===== config.mk =====
export PLATFORM = sky130hd
export DESIGN_NAME = free_list
export DESIGN_NICKNAME = d
export VERILOG_FILES = /design/src/rtl/free_list.sv
export SDC_FILE = /design/constraint.sdc
export NUM_CORES = 1
export LEC_CHECK = 0
export BUFFER_PORTS_ARGS = -buffer_cell sky130_fd_sc_hd__buf_4
export CAP_MARGIN = 0
export CORE_UTILIZATION = 65
export CTS_CLUSTER_DIAMETER = 80
export DETAILED_ROUTE_END_ITERATION = 10
export GPL_ROUTABILITY_DRIVEN = 0
export HOLD_SLACK_MARGIN = 0.1
export PLACE_DENSITY_LB_ADDON = 0.1
export SYNTH_ARGS = -nofsm -noshare
export SYNTH_HDL_FRONTEND = slang
export SYNTH_SLANG_ARGS = --single-unit

===== constraint.sdc =====
create_clock -name clk -period 30.7 [get_ports clk]
set_input_delay 1.535 -clock clk [delete_from_list [all_inputs] [get_ports clk]]
set_output_delay 1.535 -clock clk [all_outputs]
set_load 0.01 [all_outputs]

===== src/rtl/free_list.sv =====
// Physical-register free list: circular FIFO of free PR indices with speculative head,
// retire head and tail. Define FREE_LIST_BYPASS_EN to forward a retiring PR to rename when the list is empty.
module free_list #(
  parameter int PHYS_REG_SZ     = 64,
  parameter int PHYS_REG_IDX_SZ = 5
) (
  input  logic                       clk,
  input  logic                       reset,
  input  logic                       alloc_req,
  output logic                       alloc_valid,
  output logic [PHYS_REG_IDX_SZ:0]   alloc_pr,
  input  logic                       retire_enable,
  input  logic                       retire_has_dest,
  input  logic [PHYS_REG_IDX_SZ:0]   retire_old_pr,
  input  logic                       restore_enable,
  output logic [PHYS_REG_IDX_SZ+1:0] free_count,
  output logic                       empty
);

  localparam int IDX_W = PHYS_REG_IDX_SZ + 1;
  localparam int CNT_W = PHYS_REG_IDX_SZ + 2;
  localparam int DEPTH = PHYS_REG_SZ - 1;

  typedef logic [IDX_W-1:0] pr_t;
  typedef logic [CNT_W-1:0] cnt_t;

  localparam pr_t  LAST_PTR = pr_t'(DEPTH - 1);
  localparam cnt_t FULL_CNT = cnt_t'(DEPTH);

  pr_t  buf_q [DEPTH];
  pr_t  buf_d [DEPTH];
  pr_t  spec_head_q, spec_head_d;
  pr_t  retire_head_q, retire_head_d;
  pr_t  tail_q, tail_d;
  cnt_t count_q, count_d;
  // Distance tail - retire head, held as a count so a completely free list is not read as zero.
  cnt_t commit_count_q, commit_count_d;

  logic retire_dest;
  logic push_req;
  logic push;
  logic pop;
  logic bypass;
  logic overflow;

  function automatic pr_t ptr_inc(input pr_t p);
    return (p == LAST_PTR) ? '0 : p + pr_t'(1);
  endfunction

  // NOTE: every signal written here gets a default first so no path leaves it unassigned (no latches).
  always_comb begin
    retire_dest = retire_enable && retire_has_dest;
    push_req    = retire_dest && (retire_old_pr != '0);
    empty       = (count_q == '0);
`ifdef FREE_LIST_BYPASS_EN
    bypass      = empty && push_req;
`else
    bypass      = 1'b0;
`endif
    alloc_valid = !empty || bypass;
    alloc_pr    = bypass ? retire_old_pr : buf_q[spec_head_q];
    free_count  = count_q;
    pop         = alloc_req && alloc_valid && !restore_enable;
    overflow    = push_req && (count_q == FULL_CNT) && !pop;
    push        = push_req && !overflow;

    buf_d          = buf_q;
    spec_head_d    = spec_head_q;
    retire_head_d  = retire_head_q;
    tail_d         = tail_q;
    count_d        = count_q;
    commit_count_d = commit_count_q;

    if (push) begin
      buf_d[tail_q] = retire_old_pr;
      tail_d        = ptr_inc(tail_q);
    end
    if (retire_dest) begin
      retire_head_d = ptr_inc(retire_head_q);
    end
    commit_count_d = commit_count_q - cnt_t'(retire_dest) + cnt_t'(push);

    // Retire has already updated retire head and tail; restore rewinds to that state.
    if (restore_enable) begin
      spec_head_d = retire_head_d;
      count_d     = commit_count_d;
    end else begin
      if (pop) begin
        spec_head_d = ptr_inc(spec_head_q);
      end
      count_d = count_q - cnt_t'(pop) + cnt_t'(push);
    end
  end

  // NOTE: sequential state uses non-blocking assignments only, so all flops update from pre-edge values.
  always_ff @(posedge clk or posedge reset) begin
    if (reset) begin
      // NOTE: the buffer is reset because its contents at reset are the initial free list, not don't-care data.
      for (int i = 0; i < DEPTH; i++) begin
        buf_q[i] <= pr_t'(i + 1);
      end
      spec_head_q    <= '0;
      retire_head_q  <= '0;
      tail_q         <= '0;
      count_q        <= FULL_CNT;
      commit_count_q <= FULL_CNT;
    end else begin
      buf_q          <= buf_d;
      spec_head_q    <= spec_head_d;
      retire_head_q  <= retire_head_d;
      tail_q         <= tail_d;
      count_q        <= count_d;
      commit_count_q <= commit_count_d;
    end
  end

  a_no_overflow: assert property (@(posedge clk) disable iff (reset) !overflow);

endmodule


==> metrics.json <==
{
  "global_routing": {
    "gr-usage-all-layers_pct": 29.87,
    "grt_pass1_wl_mm": 70.84,
    "antenna_found_initial": 0,
    "first_global_vias": 12160,
    "maximum_number_of_pins_on_one_net_before_global_route_repair": 143,
    "overall_overflow_remaining_after_global_route": 0
  },
  "routing": {
    "drc": 0,
    "ant_nets": 0,
    "detail_route.first_pass.iterations": 5,
    "post_drt_wl_per_cell_um": 24.71,
    "drt-initial-drc-count": 902,
    "wl_mm": 43.96,
    "route.detailed.vias_per_inst": 6.526,
    "vias": 11610
  },
  "cts": {
    "clk_root_buffer_cell": "sky130_fd_sc_hd__clkbuf_16",
    "cts_inserted_buffers": 43,
    "postCtsResizedCells": 0,
    "cts.repair_timing.setup_buffer_count": 0,
    "htree_num_levels": 2,
    "tritoncts": "done",
    "postCtsHoldBufs": 0,
    "clk_pin_slew_worst_paths_ps": 60,
    "clk-insertion-delay-late_ps": 550,
    "max-clock-path-buffers": 3,
    "cts.sinks": 410
  },
  "timing": {
    "worst_slack_ps": 25200,
    "timing.final.max_slew_violations": 0,
    "max-slew-margin-rel_pct": 22.70,
    "post_route_setup_tns_ps": 0,
    "worst_case_hold_slack_ps": 485.8,
    "transition_time_at_the_pin_with_the_least_slew_margin_ps": 1159,
    "fin_crit_sh_pct": 17.93,
    "finalCriticalPeriod_ps": 5504,
    "rsz_0062_raised_after_global_routing": "false",
    "finClkSkew_ps": 10.65,
    "max_clock_freq_mhz": 181.7,
    "final_hold_violations": 0,
    "finalSetupViolations": 0
  },
  "place": {
    "placement.io_buffers": 26,
    "place_area_mm2": 0.02029,
    "dpl_worst_slack_ps": 25270,
    "hpwlAfterDp_mm": 27.46
  },
  "power": {
    "clock_power_share_pct": 31.4,
    "combPwrFrac_pct": 24.9,
    "total_power_mw": 1.670,
    "power_density_mw_per_mm2": 76.82,
    "switching_share_pct": 30.27,
    "worst_supply_voltage_drop_on_vdd_v": 0.00005405,
    "seqPwrFrac_pct": 43.7,
    "p_int_mw": 1.164,
    "total_switching_power_mw": 0.5053,
    "cellLeakagePower_nw": 9.550
  },
  "yosys": {
    "synthTopCellsByArea": "sky130_fd_sc_hd__dfstp_2 27%, sky130_fd_sc_hd__dfrtp_1 26%, sky130_fd_sc_hd__mux2_2 22%",
    "ys_async_sr_fraction_pct": 100.0,
    "post_synthesis_instance_total": 1372,
    "synth.net_count": 1410,
    "synth-seq-cells": 410,
    "synth_seq_area_share_pct": 52.70,
    "synth_top_area_share_pct": 26.87,
    "synth_area_leader_cell": "sky130_fd_sc_hd__dfstp_2",
    "avgSynthCellArea_um2": 14.54,
    "synth-edff-count": 0,
    "ys_dominant_reg_cell": "sky130_fd_sc_hd__dfrtp_1",
    "synth-warning-count": 0,
    "synth.lib_cells_used.distinct": 57,
    "netlist_area_mm2": 0.01995
  },
  "die": {
    "die-area_mm2": 0.03140,
    "placementRows": 63,
    "initial_utilization_pct": 66.61,
    "die_h_um": 177.2,
    "die_w_um": 177.2,
    "pin_count": 27,
    "fp.coreArea_mm2": 0.02995
  },
  "hold_path": {
    "worstHoldPathType": "flip-flop to flip-flop"
  },
  "critical_path": {
    "timing_worst_setup_path_type": "flip-flop to output port",
    "critPathCaptureType": "output port",
    "worstSetupEndpoint": "alloc_pr[5]",
    "startpoint_of_the_worst_setup_timing_path": "spec_head_q[1]",
    "setup.worst_path.start_class": "flip-flop",
    "timing.reg2reg.setup_slack_ps": 26240,
    "crit_fanout": 55,
    "cell_depth_of_the_worst_flop_to_flop_path": 16,
    "critical_path_arrival_ps": 3970,
    "worst_ep_required_ps": 29170,
    "r2r-start": "free_count[4]",
    "worstReg2RegEnd": "free_count[6]"
  },
  "final_layout": {
    "multiInputGateArea_mm2": 0.008909,
    "nFillCells": 1947,
    "diodes": 0,
    "areaGrowthSynthToFinish_pct": 8.930,
    "seq_area_mm2": 0.01052,
    "layout.cell_area.non_filler_mm2": 0.02173,
    "final_layout_size_suffix_gt1_share_pct": 58.39,
    "finish.net_count": 1392
  },
  "job": {
    "drv_cap": 0
  },
  "status": {
    "run_status": "complete, no violations"
  }
}
power by group through the flow:
stage,Clock (mW),Sequential [mW],Combinational (mW)
2_1_floorplan,0,0.693,0.343
3_3_place_gp,0,0.731,0.404
3_5_place_dp,0,0.737,0.414
4_1_cts,0.532,0.729,0.417
5_1_grt,0.552,0.742,0.452
6_report,0.524,0.730,0.415
per-layer routing:
layer | vias up | track usage [%] | part of all wire [%]
met1 | 6168 | 42.90 | 44
met5 | - | 0 | 0
met2 | 312 | 47.05 | 48
li1 | 5040 | - | -
met3 | 89 | 4.747 | 5.5
met4 | 0 | 9.411 | 2.7
area by class of cell:
| type | count | area share [%] |
|---|---|---|
| flip-flops and latches | 410 | 48.42 |
| multi-input cells | 839 | 40.99 |
| clock buffers | 62 | 5.930 |
| well taps | 390 | 2.245 |
| repair buffers | 35 | 1.209 |
| clock inverters | 18 | 0.7311 |
| inverters | 25 | 0.4778 |
flip-flops by register name (all words and copies together) (netlist names):
register,count
spec_head_q,6
retire_head_q,6
commit_count_q,7
buf_q,378
free_count,7
tail_q,6
critical path, cell delays in order, from the launching register on:
cell and delay [ps]:
sky130_fd_sc_hd__dfrtp_4 980, sky130_fd_sc_hd__buf_4 760, sky130_fd_sc_hd__mux4_2 430, sky130_fd_sc_hd__mux4_2 550, sky130_fd_sc_hd__o21ai_0 280, sky130_fd_sc_hd__nand2_1 180
sky130_fd_sc_hd__buf_4 180
metrics by stage:
step | cells | util, %
after floorplan | 1372 | -
after global placement | 1699 | 67.72
after detailed placement | 1699 | 67.72
after CTS | 1779 | 72.56
after global routing | 1779 | 72.56
final | 1779 | 72.56
worst min-delay path by stage:
stage	start	to	slack (ps)	depth (start not counted)
3_5_place_dp	buf_q[317]	buf_q[317]	470	1
2_1_floorplan	buf_q[317]	buf_q[317]	450	1
5_1_grt	buf_q[306]	buf_q[306]	510	1
4_1_cts	buf_q[317]	buf_q[317]	490	1
6_report	buf_q[317]	buf_q[317]	490	1
3_3_place_gp	buf_q[317]	buf_q[317]	480	1
synthesized netlist by cell type (all sizes together), types with 6 or more instances:
cell and instances:
and2 7, inv 24, a21oi 24, a22oi 10, nand3 41, mux2 388, nand2 65, clkbuf 63
nor4 6, mux4 93, and3 7, nor2b 17, xnor2 9, buf 35, o21ai 25, mux2i 27
ha 24, nor2 24, nor3 9, dfrtp 206, dfstp 204
cell usage in the layout, fill, tap and decap left out, types with 9 or more instances in the layout:
cell / netlist / final
sky130_fd_sc_hd__o21ai_0: 25 / 25
sky130_fd_sc_hd__ha_1: 24 / 24
sky130_fd_sc_hd__dfstp_2: 204 / 204
sky130_fd_sc_hd__mux4_2: 93 / 93
sky130_fd_sc_hd__buf_4: 6 / 35
sky130_fd_sc_hd__a22oi_1: 10 / 10
sky130_fd_sc_hd__clkbuf_8: 0 / 12
sky130_fd_sc_hd__inv_1: 23 / 22
sky130_fd_sc_hd__clkinv_2: 0 / 13
sky130_fd_sc_hd__nand3_1: 41 / 41
sky130_fd_sc_hd__nor2b_1: 17 / 17
sky130_fd_sc_hd__xnor2_1: 9 / 9
sky130_fd_sc_hd__nor2_1: 24 / 24
sky130_fd_sc_hd__mux2i_1: 27 / 27
sky130_fd_sc_hd__mux2_2: 387 / 387
sky130_fd_sc_hd__clkbuf_16: 0 / 44
sky130_fd_sc_hd__dfrtp_1: 206 / 204
sky130_fd_sc_hd__a21oi_1: 24 / 24
sky130_fd_sc_hd__nand2_1: 65 / 65
logic make-up (layout without fill, tap and decap cells):
| logic type | after synthesis | after routing | share of synthesized area, % |
|---|---|---|---|
| compound gates | 99 | 99 | 3.186 |
| xor+xnor | 12 | 12 | 0.5268 |
| fa+ha+maj | 26 | 26 | 1.706 |
| buf+inv | 123 | 140 | 2.646 |
| flops | 410 | 410 | 52.70 |
| mux | 508 | 508 | 33.75 |
| simple gates | 194 | 194 | 5.481 |
(Power assumes the default switching activity.)
